## src/rtl/hhv2_ctrl.sv

```systemverilog
// rtl/hhv2_ctrl.sv - HHV2 CORDIC sequencer/arbiter; optional range check via HHV2_RANGE_CHK_EN
module hhv2_ctrl #(
  parameter int DW     = 32,
  parameter int SETTLE = 4
) (
  input  logic          clk,
  input  logic          rst,
  input  logic [1:0]    req_valid,
  input  logic [DW-1:0] req_data0,
  input  logic [DW-1:0] req_data1,
  output logic [1:0]    req_ready,
  output logic [DW-1:0] core_d,
  input  logic [DW-1:0] core_x,
  input  logic [DW-1:0] core_y,
  input  logic [DW-1:0] core_z,
  output logic          res_valid,
  input  logic          res_ready,
  output logic [DW-1:0] res_x,
  output logic [DW-1:0] res_y,
  output logic [DW-1:0] res_z,
  output logic          res_tag,
  output logic          busy
`ifdef HHV2_RANGE_CHK_EN
  ,
  output logic          err
`endif
);

  typedef enum logic [1:0] {
    IDLE = 2'd0,
    WAIT = 2'd1,
    DONE = 2'd2
  } state_t;

  localparam logic [7:0] CNT_INIT = 8'(SETTLE - 1);

  state_t        state;
  logic          rr_ptr;
  logic [7:0]    cnt;
  logic          grant;
  logic          grant_any;
  logic [DW-1:0] sel_data;

  // Round-robin grant, offered only in IDLE and never while reset is held
  always_comb begin
    grant     = rr_ptr;
    grant_any = 1'b0;
    if (state == IDLE && !rst) begin
      if (req_valid[rr_ptr]) begin
        grant_any = 1'b1;
      end else if (req_valid[~rr_ptr]) begin
        grant     = ~rr_ptr;
        grant_any = 1'b1;
      end
    end
  end

  assign req_ready = grant_any ? (grant ? 2'b10 : 2'b01) : 2'b00;
  assign sel_data  = grant ? req_data1 : req_data0;
  assign busy      = (state != IDLE);

`ifdef HHV2_RANGE_CHK_EN
  // D <= 0 is outside the hyperbolic vectoring domain
  logic bad;
  assign bad = sel_data[DW-1] | (sel_data == '0);
`endif

  // Sequencer: accept, hold operand for the multicycle path, capture, hand off
  always_ff @(posedge clk) begin
    if (rst) begin
      state     <= IDLE;
      rr_ptr    <= 1'b0;
      cnt       <= 8'd0;
      core_d    <= '0;
      res_x     <= '0;
      res_y     <= '0;
      res_z     <= '0;
      res_tag   <= 1'b0;
      res_valid <= 1'b0;
`ifdef HHV2_RANGE_CHK_EN
      err       <= 1'b0;
`endif
    end else begin
      case (state)
        IDLE: begin
          if (grant_any) begin
            res_tag <= grant;
            rr_ptr  <= ~grant;
`ifdef HHV2_RANGE_CHK_EN
            if (bad) begin
              // Rejected operand: core_d keeps the last good value, zero result flagged
              res_x <= '0;
              res_y <= '0;
              res_z <= '0;
              err   <= 1'b1;
              state <= DONE;
            end else begin
              core_d <= sel_data;
              err    <= 1'b0;
              cnt    <= CNT_INIT;
              state  <= WAIT;
            end
`else
            core_d <= sel_data;
            cnt    <= CNT_INIT;
            state  <= WAIT;
`endif
          end
        end
        WAIT: begin
          if (cnt == 8'd0) begin
            res_x     <= core_x;
            res_y     <= core_y;
            res_z     <= core_z;
            res_valid <= 1'b1;
            state     <= DONE;
          end else begin
            cnt <= cnt - 8'd1;
          end
        end
        DONE: begin
          // A rejected operand enters DONE with res_valid low; raise it one edge later
          if (!res_valid) begin
            res_valid <= 1'b1;
          end else if (res_ready) begin
            res_valid <= 1'b0;
            state     <= IDLE;
          end
        end
        default: state <= IDLE;
      endcase
    end
  end

endmodule
```

## config.mk

```make
export PLATFORM = sky130hd
export DESIGN_NAME = hhv2_ctrl
export DESIGN_NICKNAME = d
export VERILOG_FILES = /design/src/rtl/hhv2_ctrl.sv
export SDC_FILE = /design/constraint.sdc
export NUM_CORES = 1
export LEC_CHECK = 0
export BUFFER_PORTS_ARGS = -buffer_cell sky130_fd_sc_hd__buf_2
export CORE_AREA = 2 2 142 172
export CTS_CLUSTER_DIAMETER = 40
export DETAILED_ROUTE_END_ITERATION = 8
export DIE_AREA = 0 0 144 174
export HOLD_SLACK_MARGIN = 0.12
export SLEW_MARGIN = 20
export SYNTH_ARGS = -nofsm -noshare
export SYNTH_HDL_FRONTEND = slang
export SYNTH_SLANG_ARGS = --single-unit
```

## constraint.sdc

```tcl
create_clock -name clk -period 3.9 [get_ports clk]
set_clock_uncertainty 0.2 [all_clocks]
set_input_delay 0.78 -clock clk [delete_from_list [all_inputs] [get_ports clk]]
set_output_delay 0.78 -clock clk [all_outputs]
set_load 0.05 [all_outputs]
```

==> impl_metrics.ini <==
[run_status]
status = complete, no violations

[power_and_ir_drop]
p_comb_frac = 0.226
power.internal_mw = 2.96
finalPower_mw = 4.34
sw_frac_of_total = 0.318
power_frac_seq = 0.374
peakVddDrop_mv = 0.274
clkPwrFrac = 0.400
switching_power_mw = 1.38
power_density_nw_per_um2 = 531
p_leak_nw = 3.84

[timing]
hold_viol_final = 0
hold_ws_ps = 248
min_period_over_period = 0.791
fmax_ghz = 0.324
setup_viol = 0
relSlewSlack = 0.434
tns_ps = 0
final-max-slew-violation-count = 0
worst_pin_slew_ps = 846
rsz0062_at_grt = no
min_period_ps = 3080

[place]
io_buffers = 297
hpwl_mm = 11.8
globalplace.congestion = 0.763

[grt]
grt_max_degree = 78
overflow = 0
grt_pass1_vias = 4952
grt_pass1_wl_mm = 24.6
antenna_found_initial = 0
grtUsageTotal = 0.127

[route]
finalWirelength_mm = 16.1
via_count = 5332
firstDrtPassIters = 4
drt_iter0_markers = 133
routedWlPerCell_um = 13.1
drc = 0
antenna_left = 0
viasPerCell = 4.34

[die]
rows = 62
die_area_um2 = 25100
design.core.area_um2 = 23500
die_y_um = 174
initial_utilization = 0.246
num_io_pins = 298
fp.dieW_um = 144

[synthesis]
seq_area_frac_synth = 0.489
synth_top_area_frac = 0.489
synth_cell_types = 44
synth.area.top_cells = dfxtp_1 49%, mux2i_1 17%, nand2_1 13%
yosysWarnings = 0
avgSynthCellArea_um2 = 9.37
async_flop_share = 0
ys_ff_latch = 141
synth_top_area_cell = dfxtp_1
yosys.cell_count.top_type = nand2_1
synthFlopType = dfxtp_1
synth_commonest_cells = 194 x nand2_1, 141 x dfxtp_1, 98 x mux2i_1
netlist_instances = 616
synth_edf_count = 0
synth_nets = 783
synth_area_um2 = 5770

[min_path]
worstHoldPathType = flop to flop
hold_start = res_tag$_SDFFE_PP0P_

[finish]
area_growth_pct = 41.5
multi_input_area_um2 = 2710
nets = 1062
insertedDiodeCount = 0
drive_gt1_frac = 0.384
regArea_um2 = 2820
nFillCells = 2420

[clocking]
cts_sinks = 141
clk_path_buf_depth = 2
clkLatencyLatePin_ps = 420
cts_hold_buf = 0
h-tree-depth = 4
cts_setup_buffers = 0
cts_tree = built
cts_resized = 0
path_clk_slew_ps = 60
cts_root_buffer = clkbuf_16
cts_made_buffers = 17

[setup_path]
cp_max_fo = 18
end_kind = output port
required_ps = 2920
critical_path_class = primary input to output port
crit_arrival_ps = 2100
crit_path_start_kind = primary input
worstReg2RegStart = cnt[0]$_SDFFE_PP0P_
setup.worst_path.start = rst

[flow_run]
drv_cap = 0
## metal layers
metal | track usage | share of wire | wire (um)
met4 | 0.0596 | 0.022 | 349
met1 | 0.135 | 0.40 | 6520
met2 | 0.219 | 0.47 | 7600
met3 | 0.0477 | 0.10 | 1680
met5 | 0 | 0 | 0
## final timing paths
check	endpoint	slack [ps]	cells after the start
worst max-delay path	req_ready[1]	820	4
worst min-delay path	res_tag$_SDFFE_PP0P_	250	1
worst max register to register	res_x[13]$_SDFFE_PP0P_	1200	6
worst min register to register	res_tag$_SDFFE_PP0P_	250	1
## power groups by stage
stage	combinational, mW	sequential, mW	clock [mW]
floorplan	0.347	2.02	0
global placement	0.983	1.65	0
detailed placement	0.991	1.65	0
CTS	0.992	1.62	1.80
global route	1.05	1.64	1.85
finish	0.980	1.62	1.74
## metrics by stage
stage | utilization | instances | cell area (um2) | worst slack, ps
after floorplan | - | 616 | 5770 | 944
after global placement | 0.321 | 1196 | 7540 | 754
after detailed placement | 0.321 | 1196 | 7540 | 747
after CTS | 0.347 | 1228 | 8170 | 742
after global routing | 0.347 | 1228 | 8170 | 700
final | 0.347 | 1228 | 8170 | 815
## worst max-delay path: stages
cell and delay (ps):
buf_2 240, or3_1 410, nor3_2 330, buf_2 340
## cells by family (layout without fill, tap and decap cells)
logic type | count (synthesis) | count (layout) | share of synthesized area
AND/OR/NAND/NOR | 243 | 243 | 0.183
adder cells (fa/ha/maj) | 2 | 2 | 0.00434
flip-flops | 141 | 141 | 0.489
AO/OA/AOI/OAI | 80 | 80 | 0.109
multiplexers | 98 | 98 | 0.170
buffers and inverters | 52 | 344 | 0.0442
## flip-flops by register name (all words and copies together), names as in the netlist
signal	cells
res_x	32
res_y	32
res_tag	1
res_valid	1
state	2
core_d	32
res_z	32
rr_ptr	1
cnt	8
## layout by cell type, fill, tap and decap left out, types with 2 or more instances in the layout
master       n
a21oi_1     14
dfxtp_1    141
or2_2        2
nor2_1       4
nand2_1    194
buf_2      297
clkbuf_1     2
o32ai_1      8
buf_12       2
o211ai_1     3
bufinv_16    4
a211oi_1    10
a221o_1     23
clkbuf_16   17
a31oi_1      2
and3_1      23
ha_1         2
o211a_1      2
or3_1        2
o21ai_0      6
clkbuf_8     2
clkinv_2     4
buf_4        8
mux2i_1     98
nor2b_1      4
inv_1        3
clkinv_4     2
or4_1        2
a21o_1       2
## final cells by class
type                       count  share of cell area
clock buffer                  21              0.0564
clock inverter                11              0.0202
inverter                       5             0.00291
multi-input combinational    423               0.332
sequential                   141               0.346
tap                          320              0.0490
timing repair buffer         307               0.194
No activity file was read; power rests on OpenSTA's default activity.
